<file path="src/rtl/romulus_n_pkg.sv">
// Shared definitions for the Romulus-N TK1 controller: FSM states, domain bytes,
// TK1 field offsets and the counter initial value.
package romulus_n_pkg;

    typedef enum logic [2:0] {
        ST_IDLE,
        ST_INIT,
        ST_AD,
        ST_MSG,
        ST_ISSUE,
        ST_DONE
    } state_t;

    localparam logic [7:0] DOM_AD            = 8'h08;
    localparam logic [7:0] DOM_AD_LAST       = 8'h18;
    localparam logic [7:0] DOM_AD_LAST_PART  = 8'h1A;
    localparam logic [7:0] DOM_MSG           = 8'h04;
    localparam logic [7:0] DOM_MSG_LAST      = 8'h14;
    localparam logic [7:0] DOM_MSG_LAST_PART = 8'h15;

    localparam int unsigned TK1_W       = 128;
    localparam int unsigned TK1_CNT_LSB = 72;
    localparam int unsigned TK1_DOM_LSB = 64;

    localparam logic [55:0] CNT_INIT = 56'h80;

    function automatic logic [7:0] domain_byte(input logic is_msg, input logic last,
                                               input logic partial);
        logic [7:0] d;
        if (!last)
            d = is_msg ? DOM_MSG : DOM_AD;
        else if (partial)
            d = is_msg ? DOM_MSG_LAST_PART : DOM_AD_LAST_PART;
        else
            d = is_msg ? DOM_MSG_LAST : DOM_AD_LAST;
        return d;
    endfunction

endpackage

</file>
<file path="src/rtl/romulus_n_tk1_outreg.sv">
// Optional registered output stage for TK1: captures a word once, holds it
// until the consumer accepts it.
module romulus_n_tk1_outreg #(
    parameter int unsigned W = 128
) (
    input  logic         clk,
    input  logic         rst,
    input  logic [W-1:0] in_data,
    input  logic         in_valid,
    input  logic         out_ready,
    output logic [W-1:0] out_data,
    output logic         out_valid
);

    logic [W-1:0] data_q;
    logic         valid_q;

    // The upstream stays valid until this stage's output is accepted, so the
    // word is loaded only while empty and never reloaded on the accept edge.
    always_ff @(posedge clk or posedge rst) begin
        if (rst) begin
            data_q  <= '0;
            valid_q <= 1'b0;
        end else if (valid_q && out_ready) begin
            valid_q <= 1'b0;
        end else if (!valid_q && in_valid) begin
            data_q  <= in_data;
            valid_q <= 1'b1;
        end
    end

    assign out_data  = data_q;
    assign out_valid = valid_q;

endmodule

</file>
<file path="src/rtl/romulus_n_tk1_ctrl.sv">
// Romulus-N TK1 controller: sequences AD/MSG blocks, builds TK1 and steers the
// external block counter. ROMULUS_TK1_OUTREG_EN adds a registered TK1 output.
module romulus_n_tk1_ctrl
    import romulus_n_pkg::*;
#(
    parameter int unsigned CNT_W = 56,
    parameter int unsigned DOM_W = 8
) (
    input  logic             clk,
    input  logic             rst,
    input  logic             start,
    input  logic             blk_valid,
    input  logic             blk_last,
    input  logic             blk_partial,
    output logic             blk_ready,
    output logic             cnt_sel,
    output logic             cnt_en,
    input  logic [CNT_W-1:0] cnt_val,
    output logic [127:0]     tk1,
    output logic             tk1_valid,
    input  logic             tk1_ready,
    output logic             done
);

    state_t             state_q, state_d;
    logic [CNT_W-1:0]   cnt_q;
    logic [DOM_W-1:0]   dom_q;
    logic               last_q;
    logic               phase_msg_q;
    logic [TK1_W-1:0]   tk1_int;
    logic               issue_valid;
    logic               tk1_hs;
    logic               blk_acc;

    always_ff @(posedge clk or posedge rst) begin
        if (rst)
            state_q <= ST_IDLE;
        else
            state_q <= state_d;
    end

    assign blk_acc = blk_valid && blk_ready;

    always_ff @(posedge clk or posedge rst) begin
        if (rst) begin
            cnt_q       <= '0;
            dom_q       <= '0;
            last_q      <= 1'b0;
            phase_msg_q <= 1'b0;
        end else if (blk_acc) begin
            cnt_q       <= cnt_val;
            dom_q       <= DOM_W'(domain_byte(state_q == ST_MSG, blk_last, blk_partial));
            last_q      <= blk_last;
            phase_msg_q <= (state_q == ST_MSG);
        end
    end

    always_comb begin
        tk1_int = '0;
        tk1_int[TK1_CNT_LSB +: CNT_W] = cnt_q;
        tk1_int[TK1_DOM_LSB +: DOM_W] = dom_q;
    end

    assign issue_valid = (state_q == ST_ISSUE);

`ifdef ROMULUS_TK1_OUTREG_EN
    romulus_n_tk1_outreg #(
        .W(TK1_W)
    ) u_outreg (
        .clk      (clk),
        .rst      (rst),
        .in_data  (tk1_int),
        .in_valid (issue_valid),
        .out_ready(tk1_ready),
        .out_data (tk1),
        .out_valid(tk1_valid)
    );
`else
    assign tk1       = tk1_int;
    assign tk1_valid = issue_valid;
`endif

    // The FSM leaves ISSUE only on the handshake seen by the SKINNY core.
    assign tk1_hs = tk1_valid && tk1_ready;

    always_comb begin
        state_d   = state_q;
        blk_ready = 1'b0;
        cnt_sel   = 1'b0;
        cnt_en    = 1'b0;
        done      = 1'b0;
        case (state_q)
            ST_IDLE: begin
                if (start)
                    state_d = ST_INIT;
            end
            ST_INIT: begin
                cnt_sel = 1'b1;
                cnt_en  = 1'b1;
                state_d = ST_AD;
            end
            ST_AD, ST_MSG: begin
                blk_ready = 1'b1;
                if (blk_valid)
                    state_d = ST_ISSUE;
            end
            ST_ISSUE: begin
                if (tk1_hs) begin
                    if (!last_q) begin
                        cnt_en  = 1'b1;
                        state_d = phase_msg_q ? ST_MSG : ST_AD;
                    end else if (!phase_msg_q) begin
                        cnt_en  = 1'b1;
                        cnt_sel = 1'b1;
                        state_d = ST_MSG;
                    end else begin
                        state_d = ST_DONE;
                    end
                end
            end
            ST_DONE: begin
                done    = 1'b1;
                state_d = ST_IDLE;
            end
            default: state_d = ST_IDLE;
        endcase
    end

endmodule

</file>
<file path="config.mk">
export PLATFORM = sky130hd
export DESIGN_NAME = romulus_n_tk1_ctrl
export DESIGN_NICKNAME = d
export VERILOG_FILES = /design/src/rtl/romulus_n_pkg.sv /design/src/rtl/romulus_n_tk1_outreg.sv /design/src/rtl/romulus_n_tk1_ctrl.sv
export SDC_FILE = /design/constraint.sdc
export NUM_CORES = 1
export LEC_CHECK = 0
export ABC_AREA = 1
export BUFFER_PORTS_ARGS = -buffer_cell sky130_fd_sc_hd__buf_2
export CAP_MARGIN = 10
export CORE_MARGIN = 5
export CORE_UTILIZATION = 46
export CTS_CLUSTER_SIZE = 12
export DETAILED_ROUTE_END_ITERATION = 7
export PLACE_DENSITY_LB_ADDON = 0.25
export SLEW_MARGIN = 5
export SYNTH_ARGS = -nofsm -noshare
export SYNTH_HDL_FRONTEND = slang
export SYNTH_HIERARCHICAL = 1
export SYNTH_SLANG_ARGS = --single-unit
</file>
<file path="constraint.sdc">
create_clock -name clk -period 4.3 [get_ports clk]
set_input_delay 0.86 -clock clk [delete_from_list [all_inputs] [get_ports clk]]
set_output_delay 0.86 -clock clk [all_outputs]
set_load 0.02 [all_outputs]
</file>
* After elaboration in Yosys (flattened, before gate mapping)
Cells that the tools add are included.
** Operators by class
- Add/sub/neg operators :: 0
- Multipliers :: 0
- Divide/modulo/power cells :: 0
- Order comparisons :: 0
- Eq/ne operators :: 8
- Shift-type cells :: 0
- Multiplexer cells :: 21
- Bitwise operators :: 0
- Reduce and logical (&&, ||, !) cells :: 5
** Operators with widths (number)
- 2-to-1 mux 4 bit :: 4
- 2-to-1 mux 3 bit :: 5
- case mux 3 bit (4 select lines) :: 1
- 2-to-1 mux 1 bit :: 8
- == test 3 x 2 -> 1 bit, second input constant :: 2
- == test 3 bit, second input constant :: 2
- 2-to-1 mux 5 bit :: 1
- inequality test 2 bit, second input constant :: 2
- case mux 1 bit (2 select lines) :: 2
- == test 3 x 1 -> 1 bit, second input constant :: 1
- logical NOT 3 bit :: 1
- AND reduction 3 bit :: 1
- logical AND 1 bit :: 2
- inequality test 2 x 1 -> 1 bit, second input constant :: 1
- OR reduction 2 bit :: 1
** Word-level totals
- Register bits after elaboration :: 69
- Bits in latches :: 0
- Bits in writable memories :: 0
- Bits in read-only memories :: 0
- Bits of input ports :: 63
- Output and inout port bits :: 133
- Word-level logic and storage cells :: 39
- Memories kept :: 0

* Longest topological paths before layout
- Word-level depth :: 4
- Mapped depth :: 8
- Depth with buffers taken out :: 8

* Worst setup path before layout
No wires, ideal clock.
- Path kind :: input port to output port
- Start point :: input tk1_ready
- End point :: output cnt_sel
- Arrival :: 1.411 ns
- Required time :: 3.440 ns
- Path slack :: 2.029 ns
- Stages on the path :: 2
- Path buffers :: 0
- Cells stage by stage :: nand3_1 o21ai_0
** Between the ends
- Word-level cells in the longest chain between the ends :: 3
** Ends and longest elaborated chain
- from (decl) :: line romulus_n_tk1_ctrl.sv:21 : input logic tk1_ready,
- logical AND 1 bit :: line romulus_n_tk1_ctrl.sv:84 : assign tk1_hs = tk1_valid && tk1_ready;
- 2-to-1 mux 1 bit :: line romulus_n_tk1_ctrl.sv:108 : if (tk1_hs) begin
- case mux 1 bit (2 select lines) :: line romulus_n_tk1_ctrl.sv:92 : case (state_q)
- to (decl) :: line romulus_n_tk1_ctrl.sv:16 : output logic cnt_sel,
Every way passes these cells.

* Worst setup path in the final report
- Start point :: register state_q[1]
- End point :: output cnt_en
** Between the ends
- Word-level cells in the longest chain between the ends :: 4
- Elaborated cells on any way between the ends :: 5
- Those cells by class :: 2 x eq/ne; 2 x mux; 1 x reduce/logical
** Ends and longest elaborated chain
- from (decl) :: line romulus_n_tk1_ctrl.sv:25 : state_t state_q, state_d;
- from (signal assigned) :: line romulus_n_tk1_ctrl.sv:39 : state_q <= state_d;
- == test 3 bit :: line romulus_n_tk1_ctrl.sv:64, romulus_n_tk1_ctrl.sv:92
- logical AND 1 bit :: line romulus_n_tk1_ctrl.sv:84
- 2-to-1 mux 1 bit :: line romulus_n_tk1_ctrl.sv:108
- case mux 1 bit (2 select lines) * :: line romulus_n_tk1_ctrl.sv:92
- to (decl) :: line romulus_n_tk1_ctrl.sv:17 : output logic cnt_en,
Every way passes the cells marked *; elsewhere a longest branch is shown, timed or not.

==> results_dict.tcl <==
set metrics [dict create \
    detail_route.wl_per_cell_um 11.5 \
    power.share.sequential_pct 37.9 \
    hold_slack_ns 0.466 \
    worstSetupPathType "reg2out" \
    fp.coreArea_um2 6720 \
    finalPower_mw 2.73 \
    chipHeight_um 92.6 \
    synth_warnings 6 \
    hold_path.class "reg2reg" \
    worst_path_max_delay_cell "sky130_fd_sc_hd__dfrtp_1" \
    crit_path_max_fanout 4 \
    setup.worst_path.start "state_q[1]" \
    cp_data_required_time_ns 3.44 \
    via_per_inst 4.24 \
    clock.fmax_mhz 427 \
    floorplan.die.width_um 92.6 \
    finish.cell_count_without_fillers 571 \
    rr_startpoint "state_q[2]" \
    postCtsResizedCells 0 \
    worst_setup_path_end_kind "primary output" \
    worst_hold_startpoint "cnt_q[33]" \
    dp_hpwl_um 4870 \
    clockRootBuffer "sky130_fd_sc_hd__clkbuf_8" \
    tritoncts "built" \
    cts.path.max_buffers 2 \
    grt_antenna_before_repair 0 \
    ys_types 18 \
    worstSkewPairLatency_ns 0.32 \
    grt_max_degree 62 \
    synth_area_leaders "sky130_fd_sc_hd__dfrtp_1 51%, sky130_fd_sc_hd__nand2_1 22%, sky130_fd_sc_hd__buf_4 17%, sky130_fd_sc_hd__buf_6 3.6%, sky130_fd_sc_hd__nand3_1 0.96%" \
    layout.core_utilization_pct 54.5 \
    ios 196 \
    initial_core_util_pct 46.7 \
    power.net_switching_mw 1.20 \
    setup.worst_path.start_class "flop" \
    vdd.ir_drop.worst_mv 0.332 \
    cts.clk_slew.worst_paths_ns 0.07 \
    part_of_the_power_in_the_clock_network_pct 18.2 \
    worst_slew_margin_rel_pct 46.6 \
    power.density_nw_per_um2 744 \
    hold_viol_final 0 \
    pwr-share-comb_pct 43.9 \
    maxSlewViolCount 0 \
    route.final.wire_length_um 6550 \
    drt_iter0_drc 57 \
    n_antenna_cell 0 \
    placed_cell_area_um2 3480 \
    htreeDepth 3 \
    most-common-layout-cells "186 x sky130_fd_sc_hd__nand2_1, 128 x sky130_fd_sc_hd__buf_2, 67 x sky130_fd_sc_hd__conb_1" \
    ant_nets 0 \
    timing.setup.tns_ns 0 \
    cts_setup_buffers 0 \
    power.share.switching_pct 44.0 \
    post-route-period-util_pct 54.5 \
    post_synth_instance_area_um2 3140 \
    cts-buffers-inserted 9 \
    finish.instance_area_um2 3660 \
    detailroute.via_count 2419 \
    critical_path.max_stage_delay_ns 0.44 \
    clock-skew-final_ns 0.00532 \
    synth_area_leader_cell "sky130_fd_sc_hd__dfrtp_1" \
    syn_avg_cell_area_um2 8.66 \
    final_critical_path_setup_slack_ns 1.96 \
    placement.io_buffers 128 \
    rows 30 \
    crit_top_cell "sky130_fd_sc_hd__nand2_1" \
    grt_first_pass_wirelength_um 10300 \
    dr.pass1.iters 4 \
    worst_setup_slack_after_placement_ns 1.86 \
    crit_path_cell_trace "nor2_1, nand2_1, inv_1, nand3_1, nand2_1, buf_2" \
    numPlacedInstances 556 \
    drcViolationCount 0 \
    grt_pass1_vias 2324 \
    cap_violations 0 \
    max_slew.worst_pin.slew_ns 0.801 \
    gp_congestion 0.766 \
    report.final.setup_viol 0 \
    clkSinkCount 64 \
    critical_path_arrival_ns 1.48 \
    global_route.usage.total_pct 15.0 \
    finalNetCount 550 \
    layout_commonest_cell "sky130_fd_sc_hd__nand2_1" \
    die_area_um2 8570 \
    p_int_mw 1.53 \
    power_leakage_nw 2.29 \
    overflow 0 \
    areaGrowthSynthToFinish_pct 16.9 \
    cts.hold.buffers_added 0 \
    rsz0062_at_grt "no" \
    layout_min_cycle_time_ns 2.34 \
    syn-instance-count 362 \
    run_status "complete, no violations" \
    synth.yosys.seq_area_share_pct 51.1 \
    yosys.area.top_type_share_pct 51.1 \
    layout-drive-gt1-share_pct 31.0 \
    synth.ff_latch_count 64 \
]
-- area by class of cell --
type | count | area (um^2)
inverter | 10 | 42.5
fill | 677 | 3050
multi-input combinational | 273 | 1090
tap | 80 | 100
sequential | 64 | 1600
clock buffer | 11 | 141
clock inverter | 4 | 45.0
timing repair buffer | 129 | 648
-- layer usage --
metal / track usage, % / part of all wire (%) / vias to the layer above
li1: - / - / 1202
met1: 17.5 / 40 / 1102
met2: 26.0 / 50 / 111
met3: 4.14 / 9.2 / 4
met4: 5.94 / 0.40 / 0
met5: 0 / 0 / -
-- cell usage after synthesis (all sizes together) --
cell type and count:
nand2 188, buf 81, o21a 1, conb 1
or2 1, dfrtp 64, nor2 3, nand3 6
nor3 1, o21ai 6, inv 10
-- final timing paths --
check                       endpoint  slack (ns)  cells after the start
max                           cnt_en        1.96                      6
min                        cnt_q[33]        0.47                      2
max reg2reg                cnt_q[26]        2.37                      6
min reg2reg                cnt_q[33]        0.47                      2
max in group asynchronous  cnt_q[27]        2.80                      3
min in group asynchronous   cnt_q[6]        0.62                      2
-- cells by family (layout without fill, tap and decap cells) --
group / Yosys count / after routing / synth area share (%)
compound gates: 7 / 7 / 1.44
buf+inv: 91 / 154 / 22.2
flops: 64 / 64 / 51.1
other cells: 1 / 67 / 0.120
simple gates: 199 / 199 / 25.2
-- sequential cells by signal, indices dropped and copies added (netlist names) --
name	count
cnt_q	56
last_q	1
dom_q	4
state_q	3
-- power groups by stage --
stage	logic (mW)	clock network, mW	registers, mW
after floorplan	0.592	0	1.36
after global placement	1.19	0	1.05
after global routing	1.32	0.535	1.07
after detailed placement	1.22	0	1.04
final	1.20	0.495	1.03
after CTS	1.22	0.513	1.04
-- critical path: cells and delay by family (launching register included) --
kind                   cells  cell delay [ns]
buffers and inverters      2             0.24
AND/OR/NAND/NOR            4             0.49
flip-flops                 1             0.44
(Power assumes the default switching activity.)
